$ cat src/rtl/capture_engine.sv
// capture_engine: prescaled probe sampler with edge trigger and a
// circular pre/post-trigger capture into an external sample RAM.
// Ports: clk, rst (sync, active-high); probes, PRESCALING_FACTOR,
//   TRIGGER_KIND, arm in; wr_en/wr_addr/wr_data RAM write port out;
//   busy, triggered, done, trig_addr status out.
module capture_engine #(
  parameter int DEPTH   = 1024,
  parameter int PRETRIG = 256,
  parameter int ADDR_W  = $clog2(DEPTH)
) (
  input  logic              clk,
  input  logic              rst,
  input  logic [15:0]       probes,
  input  logic [28:0]       PRESCALING_FACTOR,
  input  logic [1:0]        TRIGGER_KIND [15:0],
  input  logic              arm,
  output logic              wr_en,
  output logic [ADDR_W-1:0] wr_addr,
  output logic [15:0]       wr_data,
  output logic              busy,
  output logic              triggered,
  output logic              done,
  output logic [ADDR_W-1:0] trig_addr
);

  localparam int CW     = ADDR_W + 1;
  localparam int POST_N = DEPTH - PRETRIG;

  localparam logic [CW-1:0] PRE_LAST  = CW'(PRETRIG - 1);
  localparam logic [CW-1:0] POST_LAST = CW'(POST_N - 1);
  localparam logic [CW-1:0] ONE_C     = CW'(1);
  localparam logic [ADDR_W-1:0] ONE_A = ADDR_W'(1);

  typedef enum logic [2:0] {
    S_IDLE,
    S_PREFILL,
    S_WAIT,
    S_POST,
    S_DONE
  } state_t;

  state_t state;

  logic [15:0]       sync1;
  logic [15:0]       sync2;
  logic [15:0]       sample;
  logic              have_prev;
  logic [28:0]       cnt;
  logic [28:0]       f_eff;
  logic [ADDR_W-1:0] ptr;
  logic [CW-1:0]     scnt;

  logic        tick;
  logic        armed;
  logic        do_wr;
  logic        free_run;
  logic [15:0] hit;
  logic        trig;

  // Edges compare the incoming synchronized word against the
  // last captured sample, so the trigger lands with its own write.
  always_comb begin
    f_eff = (PRESCALING_FACTOR == 29'd0) ? 29'd1
                                         : PRESCALING_FACTOR;
    tick  = (cnt >= f_eff - 29'd1);
    armed = arm && (state == S_IDLE || state == S_DONE);
    do_wr = tick && (state == S_PREFILL ||
                     state == S_WAIT    ||
                     state == S_POST);
    free_run = 1'b1;
    hit      = '0;
    for (int i = 0; i < 16; i++) begin
      if (TRIGGER_KIND[i] != 2'b00) free_run = 1'b0;
      hit[i] = (TRIGGER_KIND[i][0] & ~sample[i] & sync2[i]) |
               (TRIGGER_KIND[i][1] & sample[i] & ~sync2[i]);
    end
    trig = have_prev && (free_run || (|hit));
  end

  always_ff @(posedge clk) begin
    if (rst) begin
      state     <= S_IDLE;
      sync1     <= '0;
      sync2     <= '0;
      sample    <= '0;
      have_prev <= 1'b0;
      cnt       <= '0;
      ptr       <= '0;
      scnt      <= '0;
      wr_en     <= 1'b0;
      wr_addr   <= '0;
      wr_data   <= '0;
      busy      <= 1'b0;
      triggered <= 1'b0;
      done      <= 1'b0;
      trig_addr <= '0;
    end else begin
      sync1 <= probes;
      sync2 <= sync1;
      wr_en <= 1'b0;

      if (armed || tick) cnt <= '0;
      else               cnt <= cnt + 29'd1;

      if (tick) begin
        sample    <= sync2;
        have_prev <= (state != S_IDLE);
      end

      if (do_wr) begin
        wr_en   <= 1'b1;
        wr_addr <= ptr;
        wr_data <= sync2;
        ptr     <= ptr + ONE_A;
      end

      unique case (state)
        S_IDLE, S_DONE: begin
          if (arm) begin
            state     <= S_PREFILL;
            ptr       <= '0;
            wr_addr   <= '0;
            scnt      <= '0;
            have_prev <= 1'b0;
            triggered <= 1'b0;
            done      <= 1'b0;
            busy      <= 1'b1;
          end
        end
        S_PREFILL: begin
          if (tick) begin
            if (scnt == PRE_LAST) begin
              state <= S_WAIT;
              scnt  <= '0;
            end else begin
              scnt <= scnt + ONE_C;
            end
          end
        end
        S_WAIT: begin
          if (tick && trig) begin
            trig_addr <= ptr;
            triggered <= 1'b1;
            scnt      <= ONE_C;
            if (POST_N == 1) begin
              state <= S_DONE;
              done  <= 1'b1;
              busy  <= 1'b0;
            end else begin
              state <= S_POST;
            end
          end
        end
        S_POST: begin
          if (tick) begin
            if (scnt == POST_LAST) begin
              state <= S_DONE;
              done  <= 1'b1;
              busy  <= 1'b0;
            end else begin
              scnt <= scnt + ONE_C;
            end
          end
        end
        default: state <= S_IDLE;
      endcase
    end
  end

endmodule

$ cat config.mk
export PLATFORM = sky130hd
export DESIGN_NAME = capture_engine
export DESIGN_NICKNAME = d
export VERILOG_FILES = /design/src/rtl/capture_engine.sv
export SDC_FILE = /design/constraint.sdc
export NUM_CORES = 1
export LEC_CHECK = 0
export BUFFER_PORTS_ARGS = -buffer_cell sky130_fd_sc_hd__buf_2
export CORE_MARGIN = 2
export CORE_UTILIZATION = 56
export DETAILED_ROUTE_END_ITERATION = 16
export PLACE_DENSITY = 0.8
export SLEW_MARGIN = 20
export SYNTH_ARGS = -nofsm -noshare
export SYNTH_HDL_FRONTEND = slang
export SYNTH_SLANG_ARGS = --single-unit
$ cat constraint.sdc
create_clock -name clk -period 6.11 [get_ports clk]
set_clock_uncertainty 0.1 [all_clocks]
set_input_delay 0.611 -clock clk [delete_from_list [all_inputs] [get_ports clk]]
set_output_delay 0.611 -clock clk [all_outputs]
set_load 0.1 [all_outputs]
After elaboration in Yosys (flattened, before gate mapping)
Cells that the tools add are included.
- flip-flop bits (word level): 142
- word-level logic and storage cells: 235
- add/subtract/negate cells: 4
- order comparisons: 1
- equal/unequal tests: 13
- mux-type cells: 51
- bitwise logic cells: 112
- reduce and logical (&&, ||, !) cells: 39
- operators with widths (operator ; number):
    two-way mux 11 bit ; 6
    AND 1 bit ; 64
    two-way mux 10 bit ; 6
    case mux 11 bit (4 select lines) ; 1
    nonzero test 2 bit ; 18
    inverter 1 bit ; 32
    adder 29 x 1 -> 29 bit (second input constant) ; 1
    >= comparator 29 bit ; 1
    zero test 29 bit ; 1
    two-way mux 29 bit ; 1
    subtractor 29 x 1 -> 29 bit (second input constant) ; 1
    two-way mux 1 bit ; 27
    two-way mux 3 bit ; 6
    bitwise OR 1 bit ; 16
    OR reduction 16 bit ; 1
    case mux 3 bit (4 select lines) ; 1
    AND reduction 6 bit ; 2
    adder 11 x 1 -> 11 bit (second input constant) ; 1
    == test 11 x 10 -> 1 bit (second input constant) ; 1
    == test 11 x 8 -> 1 bit (second input constant) ; 1
    adder 10 x 1 -> 10 bit (second input constant) ; 1
    != test 2 bit (second input constant) ; 4
    == test 3 x 2 -> 1 bit (second input constant) ; 2
    != test 2 x 1 -> 1 bit (second input constant) ; 3
    12 further kinds ; 22

Logic depth before layout (Yosys ltp)
Gate-level depths: netlist (run 1).
- depth after elaboration: 22
- gate-level depth with buffers: 22
- gate-level depth less buffers: 20

Worst setup path before layout (run 1)
OpenSTA, ideal clock, no wires.
- path type: input port to flip-flop
- from: input port PRESCALING_FACTOR[6]
- to: register scnt[2]
- arrival time: 4.765 ns
- slack: 1.186 ns
- stages: 21
- path through: or4_4 > nor4_4 > nor3b_4 > and4b_1 > a21oi_1 > ha_1 > nand2_1 > nor3_1 > nand3_1 > nor4_1 > xnor2_1 > ha_1 > nand2_1 > o21ai_0 > or3b_2 > o2111ai_1 > nor2_1 > or4_1 > clkbuf_1 > nor3b_1 > a221o_1
- word-level cells in the longest chain between the ends: 7
- elaborated cells between the ends (all ways): 9
- ends and longest elaborated chain (what ; RTL line ; RTL):
    start, declared ; 14 ; input logic [28:0] PRESCALING_FACTOR,
    zero test 29 bit ; 63 ; f_eff = (PRESCALING_FACTOR == 29'd0) ? 29'd1
    two-way mux 29 bit * ; 63 ;
    subtractor 29 x 1 -> 29 bit * ; 65 ; tick = (cnt >= f_eff - 29'd1);
    >= comparator 29 bit * ; 65 ;
    logical AND 1 bit ; 141 ; if (tick && trig) begin
    != test 2 x 1 -> 1 bit (no line) ; n/a ;
    AND reduction 6 bit (no line) * ; n/a ;
    end signal, assigned ; 136 ; scnt <= scnt + ONE_C;
    end signal, assigned ; 161 ; scnt <= scnt + ONE_C;
    end, declared ; 51 ; logic [CW-1:0] scnt;
Mark *: on every way between the ends. The rest lies on a longest branch, timed or not.
A chain may end at the register's enable or synchronous reset.

Final worst setup path (run 1)
- from: input port PRESCALING_FACTOR[6]
- to: register scnt[5]
Same word-level chain as after synthesis.

==> results.toml, run 1 <==
[logic_synthesis]
synthTopCellsByArea = "dfxtp_1 42%, ha_1 6.0%, nor2_1 5.7%"
synth_cell_types = 55
ys_ff_latch = 142
synthesis.nets = 902
netlist_top_cells_count = "142 x dfxtp_1, 104 x nor2_1, 71 x nand2_1"
synth-edff-count = 0
synth_top_area_share_pct = 41.55
yosys.area.top_type = "dfxtp_1"
yosysMostFrequentCell = "dfxtp_1"
avgSynthCellArea_um2 = 8.671
ys_seq_area_share_pct = 41.55
synth_area_um2 = 6842
yosys_most_used_dff = "dfxtp_1"
synthesis.instances = 789
async_flop_share_pct = 0
ys_warn_count = 0

[global_routing]
grt_overflow_total = 0
grt_pass1_vias = 5517
track_usage_pct = 24.78
grt_max_degree = 90
antenna_found_initial = 0
grt_pass1_wl_um = 25670

[die]
rows = 40
start_util_pct = 57.20
die_h_um = 114.5
io_pins = 120
dieArea_um2 = 13120
fp.dieW_um = 114.5
core_um2 = 11960

[clocking]
clk_latency_ns = 0.42
cts_resized = 0
tritoncts = "built"
cts_sinks = 142
path_clk_slew_ns = 0.06
cts_max_level = 4
cts_hold_buf = 0
numCtsBuffers = 17
cts_setup_buffers = 0
clockBufferDepth = 2
cts_root_buf = "clkbuf_16"

[routing]
drtIter0Drc = 582
ant_nets = 0
wire_per_inst_um = 15.26
via_per_inst = 5.693
drc = 0
wl_um = 16270
first_pass_iters = 5
routed-via-count = 6069

[pwr]
leakage_nw = 3.547
ir_drop_v = 0.0003067
cellPowerDensity_nw_per_um2 = 259.4

[finish]
drive_gt1_share_pct = 18.82
num_antenna_cells = 0
register_area_um2 = 2843
area_growth_pct = 19.11
final_cells = 1066
multi_input_area_um2 = 3851
final_nets = 1020
fill_cells = 981
final_util_pct = 68.13

[sta]
slew_violations = 0
finalCritPeriodShare_pct = 90.35
fin_ws_ns = 0.5896
final_hold_viol_count = 0
relSlewSlack_pct = 41.79
fin_tns_setup_ns = 0
tightest_slew_ns = 0.8731
rsz0062_at_grt = "false"
timing.fmax_ghz = 0.1811
setup_violations = 0
holdWs_ns = 0.2920
min_period_ns = 5.520

[setup_path]
critPathLaunch = "PRESCALING_FACTOR[6]"
rr_startpoint = "cnt[20]$_SDFF_PP0_"
crit_path_max_fanout = 17
cp_data_arrival_time_ns = 5.71
critPathCaptureType = "flip-flop"
worstSetupPathType = "input port to flip-flop"
startpoint_type = "input port"
crit_required_ns = 6.30

[placement]
port_buffers = 119
dp_hpwl_um = 11680
dp.cells = 1035
dp_slack_ns = 0.2540
finalWeightedCongestion = 0.9420

[job]
maxCapViolCount = 0

[status]
outcome = "completed"

[min_path]
hold_path.class = "input port to flip-flop"
min_from = "probes[10]"
## worst max-delay path: stages
cell	delay [ns]
buf_2	0.13
or4_4	0.17
nor4_4	0.04
nor3b_4	0.17
and4b_1	0.20
a21oi_1	0.18
ha_1	0.21
nand2_1	0.10
nor3_1	0.66
nand3_1	0.30
nor4_1	0.32
xnor2_1	0.13
ha_1	0.30
nand2_1	0.07
nor4_1	0.43
nand3_1	0.15
o2111ai_1	0.33
buf_4	0.32
nor4_1	0.11
o21bai_1	0.22
o311ai_0	0.41
o31ai_1	0.13
## sequential cells by signal (all words and copies together) (netlist names), 11 cells and up
register,flops
sync2,16
wr_data,16
scnt,11
sample,16
cnt,29
sync1,16
## kinds of logic after synthesis
| logic type | after synthesis | synth area share, % |
|---|---|---|
| mux | 35 | 5.121 |
| fa+ha+maj | 33 | 6.035 |
| compound gates | 126 | 11.08 |
| xor+xnor | 55 | 7.151 |
| simple gates | 358 | 26.76 |
| flops | 142 | 41.55 |
| buf+inv | 40 | 2.304 |
## cell type report
class                      instances  share of cell area (%)
clock buffer                      19                   5.558
clock inverter                    12                   1.397
inverter                          11                  0.5067
multi-input combinational        607                   47.26
sequential                       142                   34.88
tap                              147                   2.257
timing repair buffer             128                   8.138
## per-stage QoR
step | total power, mW | instance area (um^2)
floorplan | 1.083 | 6842
global placement | 1.149 | 7582
detailed placement | 1.153 | 7582
CTS | 2.120 | 8149
global route | 2.187 | 8149
finish | 2.114 | 8149
## path summary, 6_finish.rpt
kind                                             end  slack [ns]  depth (start not counted)
worst max-delay path            scnt[5]$_SDFFE_PP0P_        0.59                         22
worst min-delay path            sync1[10]$_SDFF_PP0_        0.29                          2
worst max register to register  scnt[5]$_SDFFE_PP0P_        3.01                         10
worst min register to register   sync2[6]$_SDFF_PP0_        0.33                          1
## layer usage
metal,up-vias,GRT usage [%],share of wire [%]
met2,210,38.50,46
met5,-,0,0
met4,0,11.87,2.6
met1,2785,32.60,46
li1,3029,-,-
met3,45,5.664,6.0
## placed cells by master, fill, tap and decap left out, types with 7 or more instances in the layout
master | netlist | routed
a21oi_1 | 43 | 43
clkbuf_16 | 0 | 17
nor4_1 | 25 | 25
mux2i_1 | 35 | 35
buf_2 | 6 | 119
ha_1 | 33 | 33
nor2_1 | 104 | 103
and3_1 | 11 | 11
o31ai_1 | 9 | 9
dfxtp_1 | 142 | 142
a21o_1 | 9 | 9
xor2_1 | 27 | 27
nand2_1 | 71 | 71
o21ai_0 | 38 | 38
xnor2_1 | 27 | 27
inv_1 | 11 | 11
nor2b_1 | 33 | 33
nand4_1 | 13 | 13
buf_4 | 0 | 9
nand3b_1 | 17 | 17
or3_1 | 7 | 7
nand3_1 | 35 | 35
nor3_1 | 18 | 18
## power breakdown
| part | internal (mW) | switching (mW) | total, mW |
|---|---|---|---|
| clock | 0.580 | 0.397 | 0.977 |
| sequential | 0.943 | 0.0197 | 0.963 |
| combinational | 0.0660 | 0.108 | 0.174 |
| total | 1.59 | 0.524 | 2.11 |
Note: power is estimated with default switching activity, not from simulation.
==> run 2: changes to the inputs <==
--- a/config.mk
+++ b/config.mk
@@ -9,7 +9,7 @@
 export CORE_MARGIN = 2
 export CORE_UTILIZATION = 56
 export DETAILED_ROUTE_END_ITERATION = 16
-export PLACE_DENSITY = 0.8
+export PLACE_DENSITY = 0.88
 export SLEW_MARGIN = 20
 export SYNTH_ARGS = -nofsm -noshare
 export SYNTH_HDL_FRONTEND = slang
==> run 2 against run 1 <==
Effect of this change: critical path depth down 1; critical path type unchanged; sequential cell count unchanged; fmax up 1.1%; utilization up 0.40 points.
==> results.toml, run 2 (same netlist as run 1, synthesis figures left out) <==
[pwr]
leakage_nw = 3.568
seq_power_share_pct = 44.0
p_comb_share_pct = 8.0
cellPowerDensity_nw_per_um2 = 266.2
clkPwrFrac_pct = 48.0
net-switching-power_mw = 0.6140
ir_drop_v = 0.0002159
p_int_mw = 1.568
p_sw_share_pct = 28.14

[setup_path]
startpoint_type = "input port"
crit_required_ns = 6.38
path_cells = "buf_2 > nor2_1 > nand2_1 > nor4_1 > and4b_1 > a21oi_1 > ha_1 > nand2_1 > nor3_1 > nand3_1 > nor4_1 > xnor2_1 > ha_1 > nand2_1 > nor4_1 > o2111ai_1 > a21oi_1 > nor2_2 > or4_1 > o31ai_1 > a21o_1"
worstSetupPathType = "input port to flip-flop"
rr_startpoint = "cnt[20]$_SDFF_PP0_"
slowest_stage = "or4_1"
cpPeakStageDelay_ns = 0.68
cp_data_arrival_time_ns = 5.73
timing.critical_path.buf_inv = 1
critPathCaptureType = "flip-flop"
crit_path_max_fanout = 7
r2r_cells = 9
reg2reg_to = "trig_addr[3]$_SDFFE_PP0P_"
timing.reg2reg.setup_slack_ns = 3.17
critPathTopFamily = "simple AND/OR/NAND/NOR gates"

[routing]
first_pass_iters = 5
ant_nets = 0
drc = 0
wl_um = 16810
drtIter0Drc = 577
routed-via-count = 6236
wire_per_inst_um = 15.76
via_per_inst = 5.844

[die]
start_util_pct = 57.20
fp.dieW_um = 114.5
rows = 40
dieArea_um2 = 13120
core_um2 = 11960
io_pins = 120
die_h_um = 114.5

[min_path]
min_from = "probes[12]"
hold-path-endpoint = "sync1[12]$_SDFF_PP0_"
hold_path.class = "input port to flip-flop"
hold_path_depth = 2

[finish]
num_antenna_cells = 0
fill_cells = 913
largest_reg_flops = 29
final_common_cell = "dfxtp_1"
final_cell_mix = "142 x dfxtp_1, 119 x buf_2, 103 x nor2_1"
final_nets = 1020
area_growth_pct = 19.81
drive_gt1_share_pct = 18.91
largest_register = "cnt"

[sta]
fin_tns_setup_ns = 0
tightest_slew_ns = 0.9004
finalCritPeriodShare_pct = 89.40
min_period_ns = 5.462
setup_violations = 0
relSlewSlack_pct = 39.98
final_hold_viol_count = 0
fin_ws_ns = 0.6479
timing.fmax_ghz = 0.1831
slew_violations = 0
rsz0062_at_grt = "false"

[global_routing]
met2_usage_pct = 43.67
track_usage_pct = 26.27
met1_usage_pct = 32.48
grt_max_degree = 90
met3_usage_pct = 5.982
grt_overflow_total = 0
grt_busiest_layer = "met2"
antenna_found_initial = 0
grt_pass1_vias = 5885
grt_pass1_wl_um = 27540

[placement]
dp_slack_ns = 0.4382
dp_hpwl_um = 11870
port_buffers = 119
finalWeightedCongestion = 0.9137

[status]
outcome = "completed"

[clocking]
cts_max_level = 4
cts_sinks = 142
tritoncts = "built"
numCtsBuffers = 17
clk_latency_ns = 0.43
path_clk_slew_ns = 0.07
cts_setup_buffers = 0
cts_resized = 0
cts_root_buf = "clkbuf_16"
clockBufferDepth = 2
cts_hold_buf = 0

[job]
maxCapViolCount = 0
run 2: cell count changes in the layout (fill, tap and decap cells not counted):
cell / delta
inv_8: +8
clkinv_4: -5
clkinv_8: +5
clkinv_2: -3
clkbuf_8: -2
bufinv_16: -1
clkinvlp_4: -1
run 2: per-layer routing:
layer | share of wire (%) | wire length (um)
met3 | 6.3 | 1056
met2 | 49 | 8158
met4 | 2.8 | 466
met5 | 0 | 0
met1 | 42 | 7130
run 2: worst max path at each step:
stage                                startpoint                    to  cells past startpoint
after floorplan            PRESCALING_FACTOR[6]  scnt[2]$_SDFFE_PP0P_                     21
after global placement     PRESCALING_FACTOR[6]  scnt[7]$_SDFFE_PP0P_                     21
after detailed placement   PRESCALING_FACTOR[6]  scnt[3]$_SDFFE_PP0P_                     21
after CTS                  PRESCALING_FACTOR[6]  scnt[3]$_SDFFE_PP0P_                     21
after global routing      PRESCALING_FACTOR[21]  scnt[3]$_SDFFE_PP0P_                     21
final                     PRESCALING_FACTOR[21]  scnt[3]$_SDFFE_PP0P_                     21
run 2: layout make-up:
cell class	instances	area [um^2]	area share, %
multi-input cells	607	3851	46.99
flip-flops and latches	142	2843	34.68
repair buffers	128	663.1	8.090
clock buffers	17	425.4	5.190
clock inverters	15	188.9	2.305
well taps	147	183.9	2.244
inverters	11	41.29	0.5037
run 2: metrics by stage:
step / hold slack, ns / util (%) / cells / cell area (um^2) / power (mW)
after floorplan: 0.3138 / - / 789 / 6842 / 1.083
after global placement: 0.3160 / 63.39 / 1035 / 7582 / 1.150
after detailed placement: 0.3204 / 63.39 / 1035 / 7582 / 1.152
after CTS: 0.2735 / 68.53 / 1067 / 8197 / 2.187
after global routing: 0.2744 / 68.53 / 1067 / 8197 / 2.256
final: 0.2817 / 68.53 / 1067 / 8197 / 2.182
run 2: power groups by stage:
stage / combinational [mW] / sequential, mW / clock (mW)
final: 0.174 / 0.961 / 1.05
after global routing: 0.192 / 0.963 / 1.10
after CTS: 0.173 / 0.960 / 1.05
after detailed placement: 0.170 / 0.981 / 0
after global placement: 0.169 / 0.981 / 0
after floorplan: 0.106 / 0.977 / 0
